## config.mk

```make
export PLATFORM = sky130hd
export DESIGN_NAME = alu_arbiter
export DESIGN_NICKNAME = d
export VERILOG_FILES = /design/src/rtl/alu_arbiter.sv
export SDC_FILE = /design/constraint.sdc
export NUM_CORES = 1
export LEC_CHECK = 0
export ABC_AREA = 1
export CAP_MARGIN = 20
export CORE_ASPECT_RATIO = 0.6
export CORE_UTILIZATION = 42
export DETAILED_ROUTE_END_ITERATION = 7
export GPL_TIMING_DRIVEN = 0
export PLACE_DENSITY = 0.85
export SLEW_MARGIN = 20
export SYNTH_ARGS = -nofsm -noshare
export SYNTH_HDL_FRONTEND = slang
export SYNTH_SLANG_ARGS = --single-unit
```

## constraint.sdc

```tcl
create_clock -name CLK -period 1.86 [get_ports CLK]
set_input_delay 0.279 -clock CLK [delete_from_list [all_inputs] [get_ports CLK]]
set_output_delay 0.279 -clock CLK [all_outputs]
set_load 0.01 [all_outputs]
```

## src/rtl/alu_arbiter.sv

```systemverilog
// Two-requester round-robin front end for one shared, pipelined ALU.
// A grant latches the winner's payload, issues it once, waits ALU_LAT cycles and returns the result.
module alu_arbiter #(
  parameter int INPUT   = 8,
  parameter int ALU_LAT = 1
) (
  input  logic                 CLK,
  input  logic                 RST,
  input  logic                 REQ0,
  input  logic                 REQ1,
  input  logic [3:0]           CMD0,
  input  logic [3:0]           CMD1,
  input  logic                 MODE0,
  input  logic                 MODE1,
  input  logic [INPUT-1:0]     OPA0,
  input  logic [INPUT-1:0]     OPA1,
  input  logic [INPUT-1:0]     OPB0,
  input  logic [INPUT-1:0]     OPB1,
  input  logic                 CIN0,
  input  logic                 CIN1,
  input  logic [1:0]           VALID0,
  input  logic [1:0]           VALID1,
  output logic                 ACK0,
  output logic                 ACK1,
  output logic [3:0]           ALU_CMD,
  output logic                 ALU_MODE,
  output logic [INPUT-1:0]     ALU_OPA,
  output logic [INPUT-1:0]     ALU_OPB,
  output logic                 ALU_CIN,
  output logic [1:0]           ALU_VALID,
  output logic                 ALU_CE,
  input  logic [2*INPUT-1:0]   ALU_RES,
  input  logic                 ALU_ERR,
  input  logic                 ALU_OFLOW,
  input  logic                 ALU_COUT,
  input  logic                 ALU_G,
  input  logic                 ALU_L,
  input  logic                 ALU_E,
  output logic                 RSP_VALID0,
  output logic                 RSP_VALID1,
  output logic [2*INPUT-1:0]   RSP_RES,
  output logic [5:0]           RSP_FLAGS,
  output logic                 BUSY
);

  localparam logic [1:0] S_IDLE  = 2'd0;
  localparam logic [1:0] S_ISSUE = 2'd1;
  localparam logic [1:0] S_WAIT  = 2'd2;
  localparam logic [1:0] S_RESP  = 2'd3;
  localparam logic [2:0] LAT     = 3'(ALU_LAT);

  logic [1:0]         state_q, state_d;
  logic [2:0]         cnt_q, cnt_d;
  logic               last_q, gnt_q;
  logic               ack0_q, ack1_q, ce_q, busy_q, rv0_q, rv1_q;
  logic [3:0]         cmd_q;
  logic               mode_q, cin_q;
  logic [INPUT-1:0]   opa_q, opb_q;
  logic [1:0]         valid_q;
  logic [2*INPUT-1:0] res_q;
  logic [5:0]         flags_q;
  logic               take, win1, capture;

  // Requester 1 wins when it is alone, or when both ask and 0 was served last.
  assign win1    = REQ1 && (!REQ0 || !last_q);
  assign capture = (state_q == S_WAIT) && (cnt_q == 3'd1);

  always_comb begin
    state_d = state_q;
    cnt_d   = cnt_q;
    take    = 1'b0;
    case (state_q)
      S_IDLE: begin
        if (REQ0 || REQ1) begin
          take    = 1'b1;
          state_d = S_ISSUE;
        end
      end
      S_ISSUE: begin
        cnt_d   = LAT;
        state_d = S_WAIT;
      end
      S_WAIT: begin
        cnt_d = cnt_q - 3'd1;
        if (cnt_q == 3'd1) begin
          state_d = S_RESP;
        end
      end
      default: state_d = S_IDLE;
    endcase
  end

  always_ff @(posedge CLK) begin
    if (RST) begin
      state_q   <= S_IDLE;
      cnt_q     <= 3'd0;
      last_q    <= 1'b1;
      gnt_q     <= 1'b0;
      ack0_q    <= 1'b0;
      ack1_q    <= 1'b0;
      ce_q      <= 1'b0;
      busy_q    <= 1'b0;
      rv0_q     <= 1'b0;
      rv1_q     <= 1'b0;
      cmd_q     <= '0;
      mode_q    <= 1'b0;
      opa_q     <= '0;
      opb_q     <= '0;
      cin_q     <= 1'b0;
      valid_q   <= '0;
      res_q     <= '0;
      flags_q   <= '0;
    end else begin
      state_q <= state_d;
      cnt_q   <= cnt_d;
      busy_q  <= (state_d != S_IDLE);
      ack0_q  <= take && !win1;
      ack1_q  <= take && win1;
      ce_q    <= take;
      rv0_q   <= capture && !gnt_q;
      rv1_q   <= capture && gnt_q;
      // Payload registers double as the ALU drive and hold between issues.
      if (take) begin
        gnt_q   <= win1;
        last_q  <= win1;
        cmd_q   <= win1 ? CMD1   : CMD0;
        mode_q  <= win1 ? MODE1  : MODE0;
        opa_q   <= win1 ? OPA1   : OPA0;
        opb_q   <= win1 ? OPB1   : OPB0;
        cin_q   <= win1 ? CIN1   : CIN0;
        valid_q <= win1 ? VALID1 : VALID0;
      end
      if (capture) begin
        res_q   <= ALU_RES;
        flags_q <= {ALU_ERR, ALU_OFLOW, ALU_COUT, ALU_G, ALU_L, ALU_E};
      end
    end
  end

  assign ACK0       = ack0_q;
  assign ACK1       = ack1_q;
  assign ALU_CE     = ce_q;
  assign ALU_CMD    = cmd_q;
  assign ALU_MODE   = mode_q;
  assign ALU_OPA    = opa_q;
  assign ALU_OPB    = opb_q;
  assign ALU_CIN    = cin_q;
  assign ALU_VALID  = valid_q;
  assign RSP_VALID0 = rv0_q;
  assign RSP_VALID1 = rv1_q;
  assign RSP_RES    = res_q;
  assign RSP_FLAGS  = flags_q;
  assign BUSY       = busy_q;

endmodule

```

==> results of run 1 <==
## cells in the mapped netlist
cell type / number
a31oi_1: 1
nor2_2: 1
o22ai_1: 1
clkbuf_1: 3
buf_1: 1
nand2_1: 93
inv_1: 33
o21ai_0: 25
nor2_4: 2
nor2_1: 11
buf_4: 3
a21oi_1: 46
o21ai_1: 1
nor3_1: 2
dfxtp_1: 59
nand3b_1: 2
nand3_1: 24
buf_2: 12
nand2_2: 2
ha_1: 5
## metrics by stage
step | cell area [um^2] | setup WS, ns
finish | 3920 | 0.292
global route | 3920 | 0.146
CTS | 3920 | 0.280
detailed placement | 3750 | 0.0743
global placement | 3750 | 0.108
floorplan | 2410 | 0.585
## power groups by stage
| stage | clock, mW | sequential, mW | combinational (mW) |
|---|---|---|---|
| 6_report | 1.00 | 1.72 | 1.84 |
| 2_1_floorplan | 0 | 1.84 | 0.822 |
| 3_5_place_dp | 0 | 1.74 | 1.81 |
| 5_1_grt | 1.07 | 1.75 | 2.01 |
| 3_3_place_gp | 0 | 1.72 | 1.78 |
| 4_1_cts | 1.03 | 1.72 | 1.83 |
## final timing paths
| kind | to | slack (ns) | startpoint |
|---|---|---|---|
| worst max-delay path | ALU_CMD[0] | 0.29 | state_q[0] |
| worst min-delay path | ALU_CE | 0.25 | RST |
| worst max register to register | ALU_CMD[0] | 0.29 | state_q[0] |
| worst min register to register | RSP_VALID0 | 0.43 | gnt_q |
## area by class of cell
type / instances / share of cell area, %
timing repair buffer: 124 / 31.6
sequential: 59 / 30.1
multi-input combinational: 216 / 25.8
clock buffer: 12 / 3.70
inverter: 33 / 3.16
buffer: 19 / 2.49
tap: 77 / 2.46
clock inverter: 4 / 0.670
## worst max-delay path, delay by kind of cell, from the launching register on
kind,cells,cell delay [ns]
buf+inv,2,0.46
compound gates,2,0.34
fa+ha+maj,1,0.24
simple gates,1,0.09
flops,1,0.36
## sequential cells by signal, summed over array words and instances (netlist names), 2 cells and up
register,cells
ALU_CMD,4
ALU_OPA,8
ALU_OPB,8
ALU_VALID,2
RSP_FLAGS,6
RSP_RES,16
cnt_q,3
state_q,2
## cell families (layout without fill, tap and decap cells)
kind of cell               count (synthesis)  in the layout  share of synthesized area (%)
and+or+nand+nor                          137            137                           23.9
AOI/OAI and AO/OA                         74             74                           15.4
DFF                                       59             59                           48.9
buffers and inverters                     52            192                           9.17
adders and majority gates                  5              5                           2.59
## per-layer routing
| layer | part of all wire [%] | vias up | global-route usage [%] |
|---|---|---|---|
| met5 | 0 | - | 0 |
| met4 | 0.78 | 0 | 7.98 |
| met3 | 9.7 | 7 | 10.8 |
| met2 | 44 | 85 | 40.2 |
| met1 | 45 | 1127 | 26.3 |
| li1 | - | 1314 | - |
==> out/qor.txt, run 1 <==
Pwr Density: 1160 mW/mm^2
Final wirelength: 6780 um
Via count: 2533
Vias per cell: 4.66
Startpoint Class: flip-flop
Area share of the largest cell type after synthesis: 48.9%
Crit-path slowest cell: clkbuf_1
Sw Share: 35.0%
Clk_lat worst skew: 0.33 ns
R2r worst-path depth: 6
Flops & latches, synth: 59
Site row count: 20
Critical-path cell list: inv_1, ha_1, o21ai_1, clkbuf_1, nand2_1, a21oi_1
Initial DRC count: 137
Clock Power Share: 22.0%
Area of the mapped netlist: 0.00241 mm^2
Most frequent cells in the layout: 124 x clkdlybuf4s50_1, 93 x nand2_1, 59 x dfxtp_1, 46 x a21oi_1, 33 x inv_1
Most common cell after layout, fill and taps aside: clkdlybuf4s50_1
Max IR drop VDD: 0.000749 V
Fin util: 74.3%
Syn avg cell area: 7.38 um^2
Wirelength per Cell: 12.5 um
Sequential area share after synthesis: 48.9%
Overflow after GRT: 0
Fillers: 399
Syn-to-layout area delta: 62.5%
Overall routing resource usage: 23.3%
Switching power: 1.59 mW
DRC viols: 0
Final min period: 1.57 ns
RSZ-0062 raised after global routing: false
Postcts setup bufs: 0
Initial antenna violation count: 0
Post-Syn Instances: 327
Top cells by area, synth: dfxtp_1 49%, nand2_1 14%, a21oi_1 9.5%
Pleak: 1.58 nW
Antenna cells: 0
CTS H-Tree Depth: 3
Antenna-violating nets left: 0
Vias in the first global route: 2360
Post-route clock period utilization: 84.3%
Internal power: 2.96 mW
CP required: 2.11 ns
Cell Count Post-Placement: 528
Die area: 0.00607 mm^2
Share of power burned in registers: 37.7%
Port bufs: 124
CTS Buf Count: 9
Post-Synthesis Net Count: 406
Global-route wire length before repair: 10700 um
Routability cong.: 0.727
Yosys cell types: 20
Worst Hold Class: in2reg
Num Clock Sinks: 59
Power share of the combinational group: 40.3%
Status: complete, no violations
Worst clock skew: 0.00893 ns
Hold Slack: 0.255 ns
Max-cap violations: 0
I/O Pins: 126
Final Power: 4.55 mW
CTS tree: done
Initial Utilization: 45.7%
Seq. cell area: 0.00118 mm^2
Setup TNS: 0 ns
CTS max path bufs: 2
Core Area: 0.00528 mm^2
Clock slew at reported path FFs: 0.06 ns
Worst-margin pin slew: 0.466 ns
Root buffer cell: clkbuf_8
Final Setup Violations: 0
Die X: 99.9 um
Fin. Hold Viols: 0
Cts hold-fix bufs: 0
Multi-input logic area: 0.00101 mm^2
Fin cells: 544
Layout cells sized above 1: 7.28%
Critical Setup Path Class: reg2reg
CTS resizes: 0
Slowest stage delay, CP: 0.39 ns
Crit end category: flip-flop
TritonRoute pass-1 iters: 4
Largest net degree at the start of global routing: 11
Leading area contributor after synthesis: dfxtp_1
Slew margin rel.: 68.9%
Die span in y: 60.7 um
Detail Placement HPWL: 5070 um
Hold depth: 2
FMAX: 638 MHz
Nets: 541
Synth warn: 0
Max-slew violations: 0
Arrival time worst endpoint: 1.82 ns
Crit Path Max Fanout: 10
No activity file was read; power rests on OpenSTA's default activity.
==> run 2: changes to the inputs <==
--- a/config.mk
+++ b/config.mk
@@ -8,10 +8,10 @@
 export ABC_AREA = 1
 export CAP_MARGIN = 20
 export CORE_ASPECT_RATIO = 0.6
-export CORE_UTILIZATION = 42
+export CORE_UTILIZATION = 39
 export DETAILED_ROUTE_END_ITERATION = 7
 export GPL_TIMING_DRIVEN = 0
-export PLACE_DENSITY = 0.85
+export PLACE_DENSITY = 0.79
 export SLEW_MARGIN = 20
 export SYNTH_ARGS = -nofsm -noshare
 export SYNTH_HDL_FRONTEND = slang
==> constraint.sdc (replaced) <==
create_clock -name CLK -period 1.5 [get_ports CLK]
set_input_delay 0.225 -clock CLK [delete_from_list [all_inputs] [get_ports CLK]]
set_output_delay 0.225 -clock CLK [all_outputs]
set_load 0.01 [all_outputs]
==> run 2 against run 1 <==
Against the previous run: clock power is 42% higher; first-iteration DRC count shrank 18%; final area up 2.3%; die area increased by 7.5%; largest cell class unchanged; count of clock-buffer cells in the layout is 1 higher; critical path depth decreased by 5; worst setup slack lost 0.25 ns; via count grew 2.3%; non-clock buffer count grew 2; wire length up 2.8%.
==> out/qor.txt, run 2 (same netlist as run 1, synthesis figures left out) <==
Status: complete, no violations
Port bufs: 124
Detail Placement HPWL: 5210 um
Die X: 104 um
Initial Utilization: 41.8%
Initial DRC count: 112
Slowest stage delay, CP: 0.55 ns
CTS Buf Count: 9
Critical path's top delay family: buffers and inverters
Max-slew violations: 0
Max FFs per register: 16
Fin. Hold Viols: 0
Root buffer cell: clkbuf_8
Post-route clock period utilization: 97.3%
Routability cong.: 0.860
Arrival time worst endpoint: 1.23 ns
Final min period: 1.46 ns
Worst-margin pin slew: 0.441 ns
Max-cap violations: 0
Most common cell after layout, fill and taps aside: clkdlybuf4s50_1
Clock slew at reported path FFs: 0.06 ns
CTS tree: done
Crit end category: primary output
RSZ-0062 raised after global routing: true
Pwr Density: 1470 mW/mm^2
Worst Hold Class: in2reg
Largest net degree at the start of global routing: 11
CP required: 1.27 ns
Final Setup Violations: 0
I/O Pins: 126
Setup TNS: 0 ns
Crit Path Max Fanout: 2
Worst clock skew: 0.00911 ns
Crit-path slowest cell: clkdlybuf4s50_1
Antenna-violating nets left: 0
CTS max path bufs: 2
Slew margin rel.: 70.6%
DRC viols: 0
R2R setup slack: 0.07 ns
Die area: 0.00652 mm^2
Wirelength per Cell: 12.7 um
Layout cells sized above 1: 8.33%
Vias per cell: 4.73
Nets: 543
Global-route wire length before repair: 11400 um
CTS H-Tree Depth: 3
Clk_lat worst skew: 0.33 ns
FMAX: 685 MHz
Pleak: 1.72 nW
Die span in y: 63.0 um
Startpoint Class: flip-flop
Critical Setup Path Class: reg2out
Final wirelength: 6970 um
Site row count: 21
Overall routing resource usage: 22.4%
Core Area: 0.00578 mm^2
Critical-path cell list: clkdlybuf4s50_1
Antenna cells: 0
Max IR drop VDD: 0.000603 V
Overflow after GRT: 0
Vias in the first global route: 2420
Num Clock Sinks: 59
Syn-to-layout area delta: 66.2%
Via count: 2590
Hold Slack: 0.207 ns
Initial antenna violation count: 0
TritonRoute pass-1 iters: 4
CP bufs+invs: 1
Most frequent cells in the layout: 118 x clkdlybuf4s50_1, 93 x nand2_1, 59 x dfxtp_1, 46 x a21oi_1, 33 x inv_1
-- run 2: final cells by class --
cell class              instances  area [um^2]
fillers                       478         1770
well taps                      80          100
repair buffers                126         1270
inverters                      33          124
clock buffers                  13          159
flip-flops and latches         59         1180
multi-input cells             216         1030
clock inverters                 2         35.0
plain buffers                  19          116
-- run 2: worst register-to-register path, delay by kind of cell (launching register included) --
| family | cells | cell delay, ns |
|---|---|---|
| and+or+nand+nor | 1 | 0.10 |
| buffers and inverters | 3 | 0.46 |
| AOI/OAI and AO/OA | 2 | 0.23 |
| DFF | 1 | 0.33 |
| adders and majority gates | 1 | 0.22 |
-- run 2: power by group --
group          leakage, nW  internal [mW]  switching, mW
clock               0.0995          0.847          0.573
combinational         1.14           1.17           1.16
sequential           0.483           1.94          0.204
total                 1.72           3.96           1.94
-- run 2: final timing paths --
| check | from | to | cells past startpoint |
|---|---|---|---|
| worst max-delay path | RSP_RES[9] | RSP_RES[9] | 1 |
| worst min-delay path | RST | ALU_CE | 2 |
| worst max register to register | state_q[0] | RSP_FLAGS[2] | 7 |
| worst min register to register | gnt_q | RSP_VALID0 | 1 |
-- run 2: stage by stage --
stage	area (um^2)	worst slack [ns]	std cells	util [%]	power (mW)
3_5_place_dp	3760	-0.206	531	65.0	4.40
3_3_place_gp	3760	-0.162	531	65.0	4.33
5_1_grt	4010	-0.0121	548	69.4	6.30
4_1_cts	3950	0.0000713	546	68.4	5.83
6_report	4010	0.0412	548	69.4	5.89
2_1_floorplan	2410	0.225	327	-	3.31
-- run 2: routing by layer --
| metal | track usage, % | routed length (um) | vias to the layer above |
|---|---|---|---|
| met5 | 0 | 0 | - |
| met1 | 27.6 | 3150 | 1146 |
| li1 | - | - | 1319 |
| met2 | 35.7 | 3000 | 117 |
| met3 | 9.28 | 749 | 8 |
| met4 | 7.07 | 70 | 0 |
-- run 2: repair_timing --
item | 4_1_cts | 5_1_grt
gates resized for setup | 2 | 24
setup buffers | 0 | 2
pin swaps | 0 | 2
endpoints found under the setup margin | 10 | 47
hold buffers | 0 | 0
==> run 3: changes to the inputs <==
--- a/config.mk
+++ b/config.mk
@@ -8,10 +8,11 @@
 export ABC_AREA = 1
 export CAP_MARGIN = 20
 export CORE_ASPECT_RATIO = 0.6
-export CORE_UTILIZATION = 39
+export CORE_UTILIZATION = 41
+export CTS_BUF_LIST = sky130_fd_sc_hd__clkbuf_8
 export DETAILED_ROUTE_END_ITERATION = 7
 export GPL_TIMING_DRIVEN = 0
-export PLACE_DENSITY = 0.79
+export PLACE_DENSITY = 0.83
 export SLEW_MARGIN = 20
 export SYNTH_ARGS = -nofsm -noshare
 export SYNTH_HDL_FRONTEND = slang
==> run 3 against run 2 <==
Against the previous run: clock power down 13%; first-iteration DRC count up 13%; final area about the same; largest cell class unchanged; final cell count down 0.18%; non-clock buffer count down 1; combinational power up 4%; largest power group unchanged; sequential share of layout area about the same; core utilization up 2.0 points; clock skew about the same.
==> out/qor.txt, run 3 (same netlist as run 1, synthesis figures left out) <==
Status: complete, no violations
Power share of the combinational group: 41.7%
CTS H-Tree Depth: 3
Initial antenna violation count: 0
R2R setup slack: 0.09 ns
DRC viols: 0
Root buffer cell: clkbuf_8
Hold EP: ACK0
Most frequent cells in the layout: 115 x clkdlybuf4s50_1, 92 x nand2_1, 59 x dfxtp_1, 46 x a21oi_1, 32 x inv_1
Worst Hold Class: in2reg
Antenna cells: 0
Fin util: 71.4%
Slowest stage delay, CP: 0.56 ns
Detail Placement HPWL: 5090 um
Port bufs: 124
Startpoint Class: flip-flop
Initial Utilization: 42.9%
Pleak: 1.75 nW
FMAX: 687 MHz
Initial DRC count: 127
Post-route clock period utilization: 97.0%
Routability cong.: 0.721
CP required: 1.27 ns
Via count: 2559
Num Clock Sinks: 59
Final Setup Violations: 0
Critical Setup Path Class: reg2out
Hold depth: 2
TritonRoute pass-1 iters: 4
Fin area: 0.00402 mm^2
Worst clock skew: 0.00884 ns
CP startpoint: ALU_OPB[4]
CTS tree: done
Critical R2R Launch: state_q[0]
Worst-margin pin slew: 0.445 ns
Max IR drop VDD: 0.000624 V
RR Endpoint: RSP_FLAGS[0]
Max-cap violations: 0
Global-route wire length before repair: 10400 um
CTS Buf Count: 9
Clock Power Share: 21.3%
Fillers: 483
Switching power: 2.00 mW
Worst hold start: RST
Clock slew at reported path FFs: 0.06 ns
DP Worst Slack: -0.184 ns
Crit end category: primary output
Fin. Hold Viols: 0
Die X: 101 um
Final wirelength: 6950 um
Crit-path slowest cell: clkdlybuf4s50_1
Max-slew violations: 0
Arrival time worst endpoint: 1.23 ns
Site row count: 21
Vias in the first global route: 2302
Pwr Density: 1440 mW/mm^2
Setup WS post-layout: 0.0454 ns
Die area: 0.00621 mm^2
Wirelength per Cell: 12.7 um
Slew margin rel.: 70.3%
Final min period: 1.45 ns
Overflow after GRT: 0
CTS max path bufs: 2
Overall routing resource usage: 22.7%
Crit Path Max Fanout: 2
Core Area: 0.00562 mm^2
R2r worst-path depth: 7
Placed cell area: 0.00376 mm^2
Die span in y: 61.4 um
Largest net degree at the start of global routing: 11
Fin cells: 547
Clk_lat worst skew: 0.33 ns
Layout cells sized above 1: 8.99%
Max FFs per register: 16
I/O Pins: 126
Most common cell after layout, fill and taps aside: clkdlybuf4s50_1
Nets: 542
Critical-path cell list: clkdlybuf4s50_1
Cts hold-fix bufs: 0
Share of power burned in registers: 37.0%
Critical path's top delay family: buffers and inverters
Antenna-violating nets left: 0
Internal power: 3.79 mW
CP bufs+invs: 1
Cell Count Post-Placement: 531
Syn-to-layout area delta: 66.3%
Vias per cell: 4.68
Sw Share: 34.5%
-- run 3: through the flow --
step	TNS [ns]	hold WS, ns	total power [mW]
final	0	0.211	5.79
after global routing	-0.00324	0.187	6.19
after CTS	0	0.170	5.64
after detailed placement	-3.63	0.408	4.39
after global placement	-2.94	0.414	4.33
after floorplan	0	0.335	3.31
-- run 3: worst max-delay path by stage --
stage	endpoint	slack [ns]	cells after the start
after floorplan	RSP_FLAGS[0]	0.22	7
after global placement	ALU_OPA[1]	-0.15	8
after detailed placement	ALU_OPA[2]	-0.18	8
after CTS	RSP_FLAGS[3]	0.009	7
after global routing	RSP_FLAGS[3]	-0.003	7
final	ALU_OPB[4]	0.05	1
-- run 3: layout make-up --
class	instances	area (um^2)	area share, %
multi-input combinational	216	1040	26.0
inverter	33	124	3.09
buffer	19	114	2.84
timing repair buffer	125	1280	32.0
clock inverter	5	30.0	0.748
tap	80	100	2.49
clock buffer	10	138	3.43
sequential	59	1180	29.4
-- run 3: power by group through the flow --
stage	sequential (mW)	combinational (mW)	clock [mW]
final	2.14	2.42	1.23
after global routing	2.18	2.66	1.35
after CTS	2.13	2.24	1.27
after detailed placement	2.16	2.23	0
after global placement	2.15	2.18	0
after floorplan	2.29	1.02	0
-- run 3: metal layers --
metal  share of wire, %  global-route usage (%)  vias to the layer above
met5                  0                       0                        -
met3                 10                    11.0                        4
met4               0.58                    6.21                        0
met1                 45                    27.6                     1123
met2                 44                    36.2                      109
li1                   -                       -                     1323
-- run 3: what timing repair did --
item,4_1_cts,5_1_grt
hold endpoints to repair,0,0
gates resized for setup,2,30
endpoints found under the setup margin,15,55
pin swaps,0,2
setup buffers,0,1
